==> config.mk <==
export PLATFORM = sky130hd
export DESIGN_NAME = icmp_echo_tx
export DESIGN_NICKNAME = d
export VERILOG_FILES = /design/src/rtl/icmp_echo_tx.sv
export SDC_FILE = /design/constraint.sdc
export NUM_CORES = 2
export LEC_CHECK = 0
export CAP_MARGIN = 5
export CORE_MARGIN = 10
export CORE_UTILIZATION = 55
export DETAILED_ROUTE_END_ITERATION = 8
export HOLD_SLACK_MARGIN = 0.03
export PLACE_DENSITY = 0.73
export SYNTH_ARGS = -nofsm -noshare
export SYNTH_HDL_FRONTEND = slang
export SYNTH_SLANG_ARGS = --single-unit
==> constraint.sdc <==
create_clock -name clk -period 3.3 [get_ports clk]
set_input_delay 0.33 -clock clk [delete_from_list [all_inputs] [get_ports clk]]
set_output_delay 0.33 -clock clk [all_outputs]
set_load 0.05 [all_outputs]
==> src/rtl/icmp_echo_tx.sv <==
// icmp_echo_tx
//   Captures validated ICMP echo-request frames into a ring of frame
//   buffers and plays each one back as an echo reply. The reply has the
//   MAC and IP addresses swapped, type 0 and an adjusted checksum.
//   RX capture and TX playback use separate memory ports and run
//   concurrently.
//
// Ports
//   clk, rst        clock, asynchronous active-high reset
//   rx_data         RX frame byte (byte 0 = destination MAC, no CRC)
//   rx_write        rx_data valid this cycle
//   rx_done         end-of-frame strobe, after the last rx_write
//   rx_ok           sampled with rx_done: frame is a valid echo request
//   reply_req       a reply is ready; request to the TX arbiter
//   strobe          arbiter grant, held high for the whole transmit
//   tx_len          length of the head reply, valid while reply_req is high
//   data_out        reply byte stream, 2 cycles behind the byte counter
//   drop_cnt        wrapping count of discarded requests
module icmp_echo_tx #(
    parameter logic [47:0] MAC     = 48'h12555500012f,
    parameter int          AW      = 7,
    parameter int          SW      = 1,
    parameter int          MIN_LEN = 42
) (
    input  logic          clk,
    input  logic          rst,
    input  logic [7:0]    rx_data,
    input  logic          rx_write,
    input  logic          rx_done,
    input  logic          rx_ok,
    output logic          reply_req,
    input  logic          strobe,
    output logic [AW:0]   tx_len,
    output logic [7:0]    data_out,
    output logic [7:0]    drop_cnt
);
    localparam int          NSLOT      = 1 << SW;
    localparam int          SLOT_BYTES = 1 << AW;
    localparam logic [AW:0] N_MAX      = '1;

    // Echo request (type 8) -> echo reply (type 0): ones-complement add 0x0800.
    function automatic logic [15:0] f_csum_adj(input logic [15:0] old);
        logic [16:0] s;
        s = {1'b0, old} + 17'h00800;
        return s[15:0] + {15'd0, s[16]};
    endfunction

    function automatic logic [AW:0] f_sat_inc(input logic [AW:0] n);
        return (n == N_MAX) ? n : n + 1'b1;
    endfunction

    // Stored byte index feeding output byte n (address swaps).
    function automatic logic [AW:0] f_src_idx(input logic [AW:0] n);
        int i;
        i = int'(n);
        if (i < 6)
            i = i + 6;
        else if (i >= 26 && i < 30)
            i = i + 4;
        else if (i >= 30 && i < 34)
            i = i - 4;
        return (AW+1)'(i);
    endfunction

    logic [7:0]      r_mem  [NSLOT*SLOT_BYTES];
    logic [AW:0]     r_len  [NSLOT];
    logic [15:0]     r_csum [NSLOT];

    logic [SW-1:0]   r_wptr, r_rptr;
    logic [SW:0]     r_count;
    logic [AW:0]     r_baddr;
    logic            r_busy, r_rej, r_ovf;
    logic [15:0]     r_csum_old;
    logic [7:0]      r_drop;
    logic            r_req;
    logic            r_strobe_d, r_tx_valid;
    logic [AW:0]     r_n;
    logic            r_act_p1;
    logic [AW:0]     r_n_p1;
    logic [SW+AW-1:0] r_raddr_p1;
    logic [7:0]      r_data_p2;

    logic            w_full, w_rej_now, w_wr_en, w_commit, w_release;
    logic [SW:0]     w_count_nxt;
    logic [AW:0]     w_src;
    logic [AW:0]     w_head_len;
    logic [15:0]     w_head_csum;
    logic [7:0]      w_rd_byte;
    logic [7:0]      w_sub;
    int              w_ni;

    assign w_full    = (r_count == (SW+1)'(NSLOT));
    // Slot availability is decided once, on the first byte of a frame.
    assign w_rej_now = r_busy ? r_rej : w_full;
    assign w_wr_en   = rx_write && !w_rej_now && !r_baddr[AW];
    assign w_commit  = rx_done && rx_ok && !r_rej && !r_ovf && (int'(r_baddr) >= MIN_LEN);
    // A grant that started on an empty ring streams zeros and frees nothing.
    assign w_release = r_strobe_d && !strobe && r_tx_valid;

    always_comb begin
        w_count_nxt = r_count;
        if (w_commit && !w_release)
            w_count_nxt = r_count + 1'b1;
        else if (!w_commit && w_release)
            w_count_nxt = r_count - 1'b1;
    end

    // RX control
    always_ff @(posedge clk or posedge rst) begin
        if (rst) begin
            r_baddr <= '0;
            r_busy  <= 1'b0;
            r_rej   <= 1'b0;
            r_ovf   <= 1'b0;
            r_drop  <= '0;
            r_wptr  <= '0;
            r_rptr  <= '0;
            r_count <= '0;
        end else begin
            if (rx_write) begin
                r_busy <= 1'b1;
                r_rej  <= w_rej_now;
                if (r_baddr[AW])
                    r_ovf <= 1'b1;
                else
                    r_baddr <= r_baddr + 1'b1;
            end
            if (rx_done) begin
                r_baddr <= '0;
                r_busy  <= 1'b0;
                r_rej   <= 1'b0;
                r_ovf   <= 1'b0;
                if (w_commit)
                    r_wptr <= r_wptr + 1'b1;
                else
                    r_drop <= r_drop + 1'b1;
            end
            if (w_release)
                r_rptr <= r_rptr + 1'b1;
            r_count <= w_count_nxt;
        end
    end

    // Frame storage and per-slot metadata
    always_ff @(posedge clk) begin
        if (w_wr_en)
            r_mem[{r_wptr, r_baddr[AW-1:0]}] <= rx_data;
        if (rx_write && int'(r_baddr) == 36)
            r_csum_old[15:8] <= rx_data;
        if (rx_write && int'(r_baddr) == 37)
            r_csum_old[7:0] <= rx_data;
        if (w_commit) begin
            r_len[r_wptr]  <= r_baddr;
            r_csum[r_wptr] <= f_csum_adj(r_csum_old);
        end
    end

    assign w_src       = f_src_idx(r_n);
    assign w_head_len  = r_len[r_rptr];
    assign w_head_csum = r_csum[r_rptr];
    assign w_rd_byte   = r_mem[r_raddr_p1];

    // Field substitution on the byte read for stage 1's counter value.
    always_comb begin
        w_ni  = int'(r_n_p1);
        w_sub = w_rd_byte;
        if (w_ni >= 6 && w_ni < 12)
            w_sub = MAC[8*(11-w_ni) +: 8];
        else if (w_ni == 34)
            w_sub = 8'h00;
        else if (w_ni == 36)
            w_sub = w_head_csum[15:8];
        else if (w_ni == 37)
            w_sub = w_head_csum[7:0];
        if (!r_act_p1 || !r_tx_valid || (r_n_p1 >= w_head_len))
            w_sub = 8'h00;
    end

    // TX: byte counter, stage 1 (read address), stage 2 (output byte)
    always_ff @(posedge clk or posedge rst) begin
        if (rst) begin
            r_strobe_d <= 1'b0;
            r_tx_valid <= 1'b0;
            r_n        <= '0;
            r_act_p1   <= 1'b0;
            r_n_p1     <= '0;
            r_raddr_p1 <= '0;
            r_data_p2  <= '0;
            r_req      <= 1'b0;
        end else begin
            r_strobe_d <= strobe;
            if (strobe && !r_strobe_d)
                r_tx_valid <= (r_count != '0);
            r_n <= strobe ? f_sat_inc(r_n) : '0;
            // ---- stage 1
            r_act_p1   <= strobe;
            r_n_p1     <= r_n;
            r_raddr_p1 <= {r_rptr, w_src[AW-1:0]};
            // ---- stage 2
            r_data_p2  <= w_sub;
            r_req      <= (w_count_nxt != '0) && !strobe;
        end
    end

    assign reply_req = r_req;
    assign tx_len    = (r_count != '0) ? w_head_len : '0;
    assign data_out  = r_data_p2;
    assign drop_cnt  = r_drop;

endmodule

==> impl_metrics.sql <==
INSERT INTO impl_metrics (metric_group, metric, value, unit) VALUES
('pwr', 'p_leak', '32.68', 'nW'),
('grt', 'first_global_vias', '44670', ''),
('clock_network', 'tritoncts_buffer_count', '205', ''),
('logic_synthesis', 'ys_flop_type', 'sky130_fd_sc_hd__edfxtp_1', ''),
('route', 'route.detailed.wl_per_inst', '32.06', 'um'),
('place', 'gp_congestion', '0.9119', ''),
('timing', 'slew-limit-headroom', '16.65', '%'),
('timing', 'setup_violations', '0', ''),
('timing', 'final_period_minus_worst_setup_slack', '3290', 'ps'),
('timing', 'period_share', '99.70', '%'),
('logic_synthesis', 'syn-cell-area', '0.08510', 'mm2'),
('floorplanning', 'dieHeight', '413.4', 'um'),
('logic_synthesis', 'synth_seq_area_share', '76.20', '%'),
('layout', 'layout.filler_cells', '9887', ''),
('setup_path', 'crit_slowest_cell', 'sky130_fd_sc_hd__mux4_2', ''),
('logic_synthesis', 'mean_cell_area_of_the_mapped_netlist', '21.29', 'um2'),
('route', 'first_pass_iters', '5', ''),
('setup_path', 'worstSetupEndpointType', 'flip-flop', ''),
('route', 'remaining_drc_errors', '0', ''),
('place', 'io_buffers', '38', ''),
('logic_synthesis', 'yosysTopAreaCellShare', '74.52', '%'),
('timing', 'fmax', '303.9', 'MHz'),
('grt', 'grt.overflow.total', '0', ''),
('setup_path', 'cp-start-kind', 'flip-flop', ''),
('floorplanning', 'die-width', '413.4', 'um'),
('logic_synthesis', 'ys.warnings.count', '0', ''),
('logic_synthesis', 'area_contributors_post_synth', 'sky130_fd_sc_hd__edfxtp_1 (75%), sky130_fd_sc_hd__mux4_2 (15%), sky130_fd_sc_hd__dfrtp_1 (1.7%)', ''),
('grt', 'grt_antenna_before_repair', '11', ''),
('floorplanning', 'floorplan.die_area', '0.1709', 'mm2'),
('place', 'dpl.hpwl', '139.5', 'mm'),
('layout', 'nNetsFinal', '4679', ''),
('logic_synthesis', 'asyncSetResetFlopFracSynth', '2.628', '%'),
('layout', 'flow.area_growth_from_synthesis', '16.62', '%'),
('clock_network', 'clock-root-buffer', 'sky130_fd_sc_hd__clkbuf_16', ''),
('grt', 'largest_net_degree_at_the_start_of_global_routing', '127', ''),
('clock_network', 'clk_transition_reported_paths', '70', 'ps'),
('layout', 'drive_gt1_share', '32.06', '%'),
('flow_run', 'cap_viol_max_count', '0', ''),
('clock_network', 'clock_latency', '860', 'ps'),
('timing', 'timing.setup.tns', '0', 'ps'),
('floorplanning', 'io_pins', '39', ''),
('min_path', 'hold-path-cell-count', '2', ''),
('layout', 'number_of_standard_cells_in_the_final_layout_excluding_fillers', '6849', ''),
('route', 'drt_iter0_markers', '6310', ''),
('logic_synthesis', 'synth-edff-count', '2112', ''),
('logic_synthesis', 'netlist_instances', '3998', ''),
('pwr', 'power.density', '618.0', 'mW/mm2'),
('logic_synthesis', 'synthesis.nets', '4044', ''),
('grt', 'grt_util_all_layers', '25.66', '%'),
('setup_path', 'slowest_delay', '540', 'ps'),
('logic_synthesis', 'synthDominantAreaCellType', 'sky130_fd_sc_hd__edfxtp_1', ''),
('floorplanning', 'placement_rows', '144', ''),
('clock_network', 'cts_max_path_buffers', '3', ''),
('clock_network', 'cts.sink_count', '2169', ''),
('route', 'routed_wl', '219.5', 'mm'),
('pwr', 'maximum_vdd_drop', '0.6152', 'mV'),
('setup_path', 'cp_data_arrival_time', '4020', 'ps'),
('min_path', 'hp-class', 'input pin to flip-flop', ''),
('route', 'route.antenna.remaining_nets', '0', ''),
('timing', 'final_hold_violation_count', '0', ''),
('clock_network', 'tritoncts', 'yes', ''),
('logic_synthesis', 'postSynthRegisterBits', '2169', ''),
('setup_path', 'critical_path.cell_chain', 'buf_12 > buf_4 > buf_4 > mux4_2 > mux4_2 > o22ai_4 > nor3_2 > a211o_1 > nor4_4 > nor3b_1', ''),
('grt', 'first_pass_grt_wire_length', '316.9', 'mm'),
('setup_path', 'timing.reg2reg.worst_path_depth', '10', ''),
('place', 'placedCellCount', '6437', ''),
('logic_synthesis', 'yosysUniqueCellTypes', '65', ''),
('timing', 'clock_skew', '40.44', 'ps'),
('floorplanning', 'core', '0.1539', 'mm2'),
('timing', 'slew_viol_final', '0', ''),
('run_status', 'status', 'complete, no violations', ''),
('clock_network', 'cts.htree.levels', '4', ''),
('setup_path', 'worstSetupPathType', 'flip-flop to flip-flop', ''),
('timing', 'timing.hold.ws', '98.26', 'ps'),
('timing', 'tightest_slew', '1237', 'ps'),
('setup_path', 'worst_ep_required_time', '4030', 'ps'),
('setup_path', 'worst-path-max-fanout', '9', ''),
('route', 'drt-vias-per-instance', '6.517', ''),
('route', 'via_count', '44630', ''),
('floorplanning', 'effective_utilization_at_floorplan', '55.31', '%');
==> cells in the mapped netlist (22+ instances only) <==
master	instances
sky130_fd_sc_hd__nor2b_1	38
sky130_fd_sc_hd__buf_6	22
sky130_fd_sc_hd__a211oi_1	30
sky130_fd_sc_hd__buf_2	58
sky130_fd_sc_hd__mux4_2	568
sky130_fd_sc_hd__edfxtp_1	2112
sky130_fd_sc_hd__a21oi_1	41
sky130_fd_sc_hd__a221oi_1	22
sky130_fd_sc_hd__a22oi_1	41
sky130_fd_sc_hd__mux2i_1	79
sky130_fd_sc_hd__nor2_1	309
sky130_fd_sc_hd__clkbuf_1	84
sky130_fd_sc_hd__buf_1	23
sky130_fd_sc_hd__buf_4	29
sky130_fd_sc_hd__nand3_1	41
sky130_fd_sc_hd__o21ai_0	46
sky130_fd_sc_hd__xnor2_1	24
sky130_fd_sc_hd__nand2_1	87
sky130_fd_sc_hd__dfrtp_1	57
sky130_fd_sc_hd__ha_1	32
==> worst max-delay path, delay by kind of cell, from the launching register on <==
family,cells,cell delay [ps]
AOI/OAI and AO/OA,2,540
buffers and inverters,3,540
DFF,1,530
muxes,2,1050
and+or+nand+nor,3,500
==> through the flow <==
stage          utilization, %  total power [W]  setup WS, ps  instance area, um2
2_1_floorplan               -          0.03463         10.55               85110
5_1_grt                 64.50          0.06286        -28.35               99250
3_3_place_gp            59.75          0.03770        -254.3               91930
4_1_cts                 64.26          0.06140         1.342               98870
6_report                64.50          0.06134         9.897               99250
3_5_place_dp            59.75          0.03780        -281.6               91930
==> registers in the layout, summed over array words and instances (netlist names), 2 cells and up <==
name        flops
drop_cnt        8
data_out        8
r_csum         32
r_n_p1          7
r_baddr         8
r_n             8
r_mem        2048
r_csum_old     16
r_len          16
r_count         2
r_raddr_p1      8
==> cell usage in the layout (no fill, tap or decap), types with 36 or more instances in the layout <==
cell type | netlist | routed
sky130_fd_sc_hd__edfxtp_1 | 2112 | 2112
sky130_fd_sc_hd__mux2i_1 | 79 | 79
sky130_fd_sc_hd__clkbuf_16 | 0 | 209
sky130_fd_sc_hd__nor2b_1 | 38 | 36
sky130_fd_sc_hd__mux4_2 | 568 | 568
sky130_fd_sc_hd__buf_4 | 29 | 545
sky130_fd_sc_hd__buf_12 | 0 | 51
sky130_fd_sc_hd__o21ai_0 | 46 | 46
sky130_fd_sc_hd__dfrtp_1 | 57 | 51
sky130_fd_sc_hd__nor2_1 | 309 | 309
sky130_fd_sc_hd__nand3_1 | 41 | 41
sky130_fd_sc_hd__a21oi_1 | 41 | 41
sky130_fd_sc_hd__clkbuf_1 | 84 | 54
sky130_fd_sc_hd__nand2_1 | 87 | 87
==> cell type report <==
type	count	area (um2)	share of cell area, %
Sequential cell	2169	64860	65.36
Multi-Input combinational cell	1589	19200	19.34
Timing Repair Buffer	645	5756	5.799
Clock buffer	272	5545	5.587
Tap cell	2044	2557	2.577
Clock inverter	106	1234	1.243
Inverter	23	91.34	0.09203
Antenna cell	1	2.502	0.002521
==> logic make-up after synthesis <==
family,after synthesis,share of synthesized area (%)
AO/OA/AOI/OAI,269,2.179
XOR/XNOR,37,0.3808
adder cells (fa/ha/maj),34,0.4940
buffers and inverters,240,1.467
flip-flops,2169,76.20
multiplexers,667,16.23
AND/OR/NAND/NOR,582,3.055
==> path summary, 6_finish.rpt <==
kind                                      endpoint                     from  slack [ps]
min                             r_act_p1$_DFF_PP0_                   strobe         100
max reg2reg                  data_out[1]$_DFF_PP0_  r_raddr_p1[0]$_DFF_PP0_          10
max                          data_out[1]$_DFF_PP0_  r_raddr_p1[0]$_DFF_PP0_          10
min in group asynchronous    data_out[6]$_DFF_PP0_                      rst         370
max in group asynchronous  r_raddr_p1[4]$_DFF_PP0_                      rst        2100
min reg2reg                drop_cnt[7]$_DFFE_PP0P_  drop_cnt[7]$_DFFE_PP0P_         480
==> per-layer routing <==
| layer | vias up | GRT usage (%) | routed length, um |
|---|---|---|---|
| met4 | 8 | 10.05 | 9016 |
| met2 | 2919 | 39.35 | 103600 |
| met1 | 23300 | 35.54 | 81320 |
| met3 | 481 | 6.763 | 25460 |
| met5 | - | 0.2543 | 108 |
| li1 | 17920 | - | - |
==> report_power, final <==
part / leakage [nW] / internal (W) / switching [W]
sequential: 19.7 / 0.0303 / 0.000235
clock: 3.30 / 0.0137 / 0.0101
combinational: 9.64 / 0.00279 / 0.00415
total: 32.7 / 0.0468 / 0.0145
==> what timing repair did <==
| action | 4_1_cts | 5_1_grt |
|---|---|---|
| hold endpoints to repair | 69 | 0 |
| gates resized for setup | 19 | 20 |
| hold buffers | 2 | 0 |
| setup endpoints to repair | 7 | 8 |
| cloned | 0 | 1 |
| pin swaps | 0 | 9 |
| setup buffers | 3 | 28 |
Note: power is estimated with default switching activity, not from simulation.
